`src/rtl/bram_pkg.sv`:
```
`default_nettype none
// +----------------------------------------------------------------------+
// | bram_pkg                                                             |
// | Shared defaults and controller state encoding for bram_rw_ctrl.     |
// | Revision: 1.0                                                        |
// +----------------------------------------------------------------------+
package bram_pkg;

   localparam int DEF_NUM_COL    = 4;
   localparam int DEF_COL_WIDTH  = 2;
   localparam int DEF_ADDR_WIDTH = 4;

   typedef enum logic [0:0] {
      ST_INIT = 1'b0,
      ST_RUN  = 1'b1
   } ctrlState_t;

endpackage
`default_nettype wire

```
`src/rtl/bram_rsp_fifo.sv`:
```
`default_nettype none
// +----------------------------------------------------------------------+
// | bram_rsp_fifo                                                        |
// | Two-entry in-order response FIFO; push and pop may coincide when full|
// | Revision: 1.0                                                        |
// +----------------------------------------------------------------------+
module bram_rsp_fifo #(
   parameter int WIDTH = 8
) (
   input  logic             clk,
   input  logic             rst,
   input  logic             push,
   input  logic [WIDTH-1:0] pushData,
   input  logic             pop,
   output logic [WIDTH-1:0] popData,
   output logic             empty,
   output logic [1:0]       count
);

   logic [WIDTH-1:0] r_mem [2];
   logic             r_wrPtr;
   logic             r_rdPtr;
   logic [1:0]       r_count;
   logic             w_doPop;
   logic             w_doPush;

   assign w_doPop  = pop & (r_count != 2'd0);
   // A full FIFO still takes a push when the head leaves in the same cycle.
   assign w_doPush = push & ((r_count != 2'd2) | w_doPop);

   always_ff @(posedge clk) begin
      if (rst) begin
         r_wrPtr <= 1'b0;
         r_rdPtr <= 1'b0;
         r_count <= 2'd0;
      end else begin
         if (w_doPush) r_wrPtr <= ~r_wrPtr;
         if (w_doPop)  r_rdPtr <= ~r_rdPtr;
         r_count <= r_count + {1'b0, w_doPush} - {1'b0, w_doPop};
      end
   end

   always_ff @(posedge clk) begin
      if (w_doPush) r_mem[r_wrPtr] <= pushData;
   end

   assign popData = r_mem[r_rdPtr];
   assign empty   = (r_count == 2'd0);
   assign count   = r_count;

endmodule
`default_nettype wire

```
`src/rtl/bram_rw_ctrl.sv`:
```
`default_nettype none
// +----------------------------------------------------------------------+
// | bram_rw_ctrl                                                         |
// | Request/response front end for a 1-cycle-latency byte-enable BRAM.  |
// | Define BRAM_RW_CTRL_INIT_EN to zero the memory on leaving reset.     |
// | Revision: 1.0                                                        |
// +----------------------------------------------------------------------+
module bram_rw_ctrl
   import bram_pkg::*;
#(
   parameter  int NUM_COL    = DEF_NUM_COL,
   parameter  int COL_WIDTH  = DEF_COL_WIDTH,
   parameter  int ADDR_WIDTH = DEF_ADDR_WIDTH,
   localparam int DATA_WIDTH = NUM_COL * COL_WIDTH
) (
   input  logic                  clk,
   input  logic                  rst,
   input  logic                  req_valid,
   output logic                  req_ready,
   input  logic [NUM_COL-1:0]    req_we,
   input  logic [ADDR_WIDTH-1:0] req_addr,
   input  logic [DATA_WIDTH-1:0] req_din,
   output logic                  rsp_valid,
   input  logic                  rsp_ready,
   output logic [DATA_WIDTH-1:0] rsp_dout,
   output logic                  bram_ena,
   output logic [NUM_COL-1:0]    bram_we,
   output logic [ADDR_WIDTH-1:0] bram_addr,
   output logic [DATA_WIDTH-1:0] bram_din,
   input  logic [DATA_WIDTH-1:0] bram_dout,
   output logic                  init_done
);

   ctrlState_t r_state;
   ctrlState_t w_stateNext;
   logic       r_rdInflight;
   logic       w_isRead;
   logic       w_accept;
   logic       w_rdFull;
   logic       w_sweepWr;
   logic       w_fifoEmpty;
   logic [1:0] w_fifoCount;
   logic [2:0] w_rdLoad;

`ifdef BRAM_RW_CTRL_INIT_EN
   localparam logic [ADDR_WIDTH-1:0] c_lastAddr = '1;

   logic                  r_sweepOn;
   logic [ADDR_WIDTH-1:0] r_initAddr;

   // The first INIT cycle is idle, matching the single INIT cycle of the
   // non-sweeping build; the sweep then covers every address once.
   always_ff @(posedge clk) begin
      if (rst) begin
         r_sweepOn  <= 1'b0;
         r_initAddr <= '0;
      end else if (r_state == ST_INIT) begin
         r_sweepOn <= 1'b1;
         if (r_sweepOn) r_initAddr <= r_initAddr + ADDR_WIDTH'(1);
      end
   end

   assign w_sweepWr = (r_state == ST_INIT) & r_sweepOn & ~rst;
`else
   assign w_sweepWr = 1'b0;
`endif

   always_ff @(posedge clk) begin
      if (rst) r_state <= ST_INIT;
      else     r_state <= w_stateNext;
   end

   always_comb begin
      w_stateNext = r_state;
      case (r_state)
         ST_INIT: begin
`ifdef BRAM_RW_CTRL_INIT_EN
            if (r_sweepOn && (r_initAddr == c_lastAddr)) w_stateNext = ST_RUN;
`else
            w_stateNext = ST_RUN;
`endif
         end
         ST_RUN:  w_stateNext = ST_RUN;
         default: w_stateNext = ST_INIT;
      endcase
   end

   // Outstanding reads may never exceed the two FIFO slots.
   assign w_rdLoad  = {1'b0, w_fifoCount} + {2'b00, r_rdInflight};
   assign w_rdFull  = (w_rdLoad >= 3'd2);
   assign w_isRead  = (req_we == '0);
   assign req_ready = (r_state == ST_RUN) & ~rst & ~(w_isRead & w_rdFull);
   assign w_accept  = req_valid & req_ready;
   assign init_done = (r_state == ST_RUN);

   always_comb begin
      bram_ena  = w_accept | w_sweepWr;
      bram_we   = '0;
      bram_addr = req_addr;
      bram_din  = req_din;
      if (w_sweepWr) begin
         bram_we   = '1;
`ifdef BRAM_RW_CTRL_INIT_EN
         bram_addr = r_initAddr;
`endif
         bram_din  = '0;
      end else if (w_accept) begin
         bram_we   = req_we;
      end
   end

   always_ff @(posedge clk) begin
      if (rst) r_rdInflight <= 1'b0;
      else     r_rdInflight <= w_accept & w_isRead;
   end

   bram_rsp_fifo #(
      .WIDTH (DATA_WIDTH)
   ) u_rspFifo (
      .clk      (clk),
      .rst      (rst),
      .push     (r_rdInflight),
      .pushData (bram_dout),
      .pop      (rsp_valid & rsp_ready),
      .popData  (rsp_dout),
      .empty    (w_fifoEmpty),
      .count    (w_fifoCount)
   );

   assign rsp_valid = ~w_fifoEmpty;

endmodule
`default_nettype wire

```
`config.mk`:
```
export PLATFORM = sky130hd
export DESIGN_NAME = bram_rw_ctrl
export DESIGN_NICKNAME = d
export VERILOG_FILES = /design/src/rtl/bram_pkg.sv /design/src/rtl/bram_rsp_fifo.sv /design/src/rtl/bram_rw_ctrl.sv
export SDC_FILE = /design/constraint.sdc
export NUM_CORES = 1
export LEC_CHECK = 0
export BUFFER_PORTS_ARGS = -buffer_cell sky130_fd_sc_hd__buf_2
export CAP_MARGIN = 10
export CORE_UTILIZATION = 40
export CTS_BUF_LIST = sky130_fd_sc_hd__clkbuf_8
export CTS_CLUSTER_DIAMETER = 30
export DETAILED_ROUTE_END_ITERATION = 6
export PLACE_DENSITY = 0.76
export SLEW_MARGIN = 30
export SYNTH_ARGS = -nofsm -noshare
export SYNTH_HDL_FRONTEND = slang
export SYNTH_SLANG_ARGS = --single-unit
export TNS_END_PERCENT = 100
```
`constraint.sdc`:
```
create_clock -name clk -period 1.5 [get_ports clk]
set_input_delay 0.3 -clock clk [delete_from_list [all_inputs] [get_ports clk]]
set_output_delay 0.3 -clock clk [all_outputs]
set_load 0.05 [all_outputs]
```
# Word-level counts from Yosys, hierarchy flattened
# Memories as Yosys holds them, arrays and structs flattened. A register that Yosys moved wholly into a read port is not among the register bits.
# Index checks and enable logic that the tools add are counted.
[totals] reg_bits=6 ram_bits=16 in_bits=28 out_inout_bits=28 word_cells=34 n_memories=1
[mem_list] name="u_rspFifo.r_mem" depth=2 width=8 rd=1 rd_ports_with_merged_regs=1 wr=1 line_no="bram_rsp_fifo.sv:20" source="logic [WIDTH-1:0] r_mem [2];"
[classes] n_addsub=3 magnitude_cmp=1 n_eq_ne=1 n_mux=6 n_bitwise=14 reduce_logical=3
[ops] operator="AND 1 bit" n=8
[ops] operator="two-way mux 1 bit" n=5
[ops] operator="inverter 1 bit" n=5
[ops] operator="logical NOT 4 bit" n=1
[ops] operator="two-way mux 4 bit" n=1
[ops] operator="adder 2 x 1 -> 3 bit" n=1
[ops] operator="greater-or-equal comparator 3 x 2 -> 1 bit, second input constant" n=1
[ops] operator="adder 2 x 1 -> 2 bit" n=1
[ops] operator="logical NOT 2 bit" n=1
[ops] operator="!= test 2 bit, second input constant" n=1
[ops] operator="nonzero test 2 bit" n=1
[ops] operator="subtractor 2 x 1 -> 2 bit" n=1
[ops] operator="OR 1 bit" n=1

# Longest topological paths before layout
[logic_depth] ltp_word=8 mapped_depth=5 depth_no_buf=5

# Modules after synthesis
# From an unflattened synthesis, not the netlist that was laid out.
[hier_totals] hier_cells=85 area_unflattened_um2=1093.5
[by_module_without_submodules] mod="bram_rsp_fifo" n_inst=1 cells_each=56 area_each_um2=855.8 seq_area_each_um2=580.6
[by_module_without_submodules] mod="bram_rw_ctrl" n_inst=1 cells_each=29 area_each_um2=237.7 seq_area_each_um2=40.0

# Worst setup path before layout
# Ideal clock, no wire load.
[synth_path] path_kind="register to output" startpoint="register r_state, in the netlist init_done" endpoint="output port req_ready" t_arrival_ns=1.845 setup_slack_ns=-0.645 stages_incl_launch_ff=2 n_path_buf=0 cell_sequence="dfxtp_1 nor3b_1"
[synth_between] elab_chain_cells=2
[synth_rtl] element="from (decl)" line_no="bram_rw_ctrl.sv:34" source="ctrlState_t r_state;"
[synth_rtl] element="from (signal assigned)" line_no="bram_rw_ctrl.sv:70" source="else r_state <= w_stateNext;"
[synth_rtl] element="AND 1 bit (2 in a row)" line_no="bram_rw_ctrl.sv:92" source="assign req_ready = (r_state == ST_RUN) & ~rst & ~(w_isRead & w_rdFull);"
[synth_rtl] element="to (decl)" line_no="bram_rw_ctrl.sv:19" source="output logic req_ready,"
# Every way passes these cells.

# Final worst setup path
[layout_path] startpoint="input port req_we[2]" endpoint="output port req_ready"
[layout_between] elab_chain_cells=4
[layout_rtl] element="from (decl)" line_no="bram_rw_ctrl.sv:20" source="input logic [NUM_COL-1:0] req_we,"
[layout_rtl] element="logical NOT 4 bit" line_no="bram_rw_ctrl.sv:91" source="assign w_isRead = (req_we == '0);"
[layout_rtl] element="AND 1 bit" line_no="bram_rw_ctrl.sv:92"
[layout_rtl] element="inverter 1 bit" line_no="bram_rw_ctrl.sv:92"
[layout_rtl] element="AND 1 bit" line_no="bram_rw_ctrl.sv:92"
# Every way passes these cells.

==> results.cfg <==
[run_status]
status = finished with violations
violations = setup timing

[worst_hold_path]
worst_hold_path.endpoint = u_rspFifo.r_mem[1][7]
holdCritStartpoint = bram_dout[7]
min_path_cells = 1
hold_class = in2reg

[synthesis]
synth_edf_count = 16
ys_seq_elements = 23
ys.flop_type = edfxtp_1
synth_top_cell_area_share_pct = 46.1
syn_inst = 79
synth_fp_nets = 108
seq_area_frac_synth_pct = 59.5
yosysTopAreaCell = edfxtp_1
synth_common_cells = edfxtp_1 (16), buf_4 (12), mux2_1 (8)
async_flop_share_pct = 0
yosysMostFrequentCell = edfxtp_1
synth_area_um2 = 1040
yosysWarnings = 0
synth.distinct_cells = 26
ys_top_cells_by_area = edfxtp_1 (46%), dfxtp_1 (13%), buf_4 (8.6%)
syn_area_per_cell_um2 = 13.2

[worst_setup_path]
worst_ep_required_time_ns = 1.20
crit_arrival_ns = 1.34
cp_slowest_cell = or4_4
critPathMaxFanout = 2
path_cells = buf_6, or4_4, nor2_4, nor3b_4, buf_6
crit_path_frequent_cell = buf_6
reg2regPathDepth = 6
critPathKind = in2out
end_kind = output port
critical-path-max-stage-delay_ns = 0.55
rrSetupSlack_ns = 0.06
r2r_start = u_rspFifo.count[1]
reg2reg_to = u_rspFifo.count[1]
crit_path_start_kind = input port

[sta]
relSlewSlack_pct = 71.9
hold_violations = 0
setup-violations-final = 2
final_max_slew_viol_count = 0
fin_crit_ns = 1.64
fmax_ghz = 0.610
worst_pin_slew_ns = 0.420
finalWorstSetupSlack_ns = -0.140
grt_setup_unrepaired = true
post-route-period-util_pct = 109
skew_ns = 0.00631

[place]
dp_hpwl_um = 1300
pre_cts_ws_ns = -0.250
io_buffers = 31
gp_congestion = 0.649
post_dp_cell_area_um2 = 1200

[die]
pin_count = 56
die_h_um = 53.0
fp.coreArea_um2 = 2480
die_area_um2 = 2810
num_rows = 18
initial_core_util_pct = 42.1
dieWidth_um = 53.0

[finish]
regArea_um2 = 627
layout-drive-gt1-share_pct = 67.3
multi_input_area_um2 = 417
fill_cells = 209
num-nets-final = 134
antennaDiodeCount = 0
stdcell_area_um2 = 1430
area_delta_synth_final_pct = 37.1

[power]
ir_worst_vdd_mv = 0.799
p_leak_uw = 0.000578
finalPower_uw = 1650
power.density_nw_per_um2 = 1160

[drt]
vias = 636
routedWlPerCell_um = 13.3
drc = 0
antenna_left = 0
wl_um = 1790
viasPerCell = 4.75
drt_iter0_drc = 7
drtPass1Iterations = 3

[global_route]
antenna_found_initial = 0
grt_usage_pct = 14.1
grt_max_degree = 14
grt_pass1_vias = 641
grt_pass1_wl_um = 2780
grt_overflow_total = 0

[clock_network]
path_clk_slew_ns = 0.08
cts_root_buf = clkbuf_8
post_cts_buffers = 0
cts_max_path_buffers = 2
h-tree-depth = 1
insertion_delay_ns = 0.26
postCtsHoldBufs = 0
cts_tree = done
cts.sinks = 23
cts_inserted_buffers = 3

[job]
maxCapViolCount = 0
[worst max-delay path: cells and delay by family]
family	cells	cell delay (ns)
simple gates	3	0.79
buf+inv	2	0.24
[metrics by stage]
| stage | hold slack [ns] | std cells | util (%) | setup TNS (ns) |
|---|---|---|---|---|
| 5_1_grt | 0.222 | 134 | 57.7 | -0.357 |
| 3_3_place_gp | 0.490 | 130 | 48.4 | -0.881 |
| 3_5_place_dp | 0.496 | 130 | 48.4 | -0.980 |
| 4_1_cts | 0.224 | 134 | 55.7 | -0.222 |
| 2_1_floorplan | 0.399 | 79 | - | 0 |
| 6_report | 0.225 | 134 | 57.7 | -0.268 |
[state kept, by name, summed over array words and instances (netlist names), named ones only]
register	cells
u_rspFifo.r_mem	16
u_rspFifo.count	2
init_done	1
r_rdInflight	1
u_rspFifo.r_rdPtr	1
u_rspFifo.r_wrPtr	1
[where the power goes]
| group | total [µW] | switching, µW | internal [µW] | leakage (µW) |
|---|---|---|---|---|
| sequential | 760 | 48.1 | 712 | 0.000202 |
| clock | 366 | 182 | 185 | 0.0000255 |
| combinational | 526 | 292 | 234 | 0.000350 |
[worst max-delay path by stage]
stage                  startpoint        end  slack, ns  cells past startpoint
2_1_floorplan           req_we[0]  req_ready       0.02                      3
5_1_grt                 req_we[2]  req_ready      -0.17                      5
3_3_place_gp            req_we[0]  req_ready      -0.23                      5
6_report                req_we[2]  req_ready      -0.14                      5
4_1_cts        u_rspFifo.count[1]  req_ready      -0.12                      5
3_5_place_dp            req_we[0]  req_ready      -0.25                      5
[logic make-up after synthesis]
kind of cell             Yosys count  share of synthesized area (%)
flip-flops                        23                           59.5
AO/OA/AOI/OAI                      5                           3.36
AND/OR/NAND/NOR                   23                           14.0
XOR/XNOR                           2                           1.68
multiplexers                       9                           10.1
buffers and inverters             16                           10.1
adder cells (fa/ha/maj)            1                           1.20
[final cells by class]
cell class | count | area share, %
clock buffers | 3 | 2.89
well taps | 30 | 2.63
clock inverters | 1 | 0.350
flip-flops and latches | 23 | 43.9
repair buffers | 35 | 20.6
inverters | 2 | 0.525
multi-input cells | 40 | 29.2
[metal layers]
layer	part of all wire (%)	GRT usage (%)	up-vias	routed length (µm)
li1	-	-	311	-
met4	0.34	3.51	0	6
met5	0	0	-	0
met1	41	15.6	296	728
met3	6.2	4.89	2	110
met2	53	25.3	27	942
[cells in the final DEF (no fill, tap or decap), types with 2 or more instances in the layout]
| cell | count |
|---|---|
| a21oi_1 | 2 |
| and2_4 | 3 |
| buf_2 | 16 |
| buf_4 | 3 |
| buf_6 | 13 |
| buf_8 | 3 |
| clkbuf_8 | 3 |
| dfxtp_1 | 4 |
| dfxtp_2 | 2 |
| edfxtp_1 | 16 |
| inv_1 | 2 |
| mux2_4 | 9 |
| nor2_1 | 4 |
[what timing repair did]
item,in CTS,in global routing
endpoints found under the setup margin,24,21
gates resized for setup,39,19
pin swaps,2,4
No activity file was read; power rests on OpenSTA's default activity.
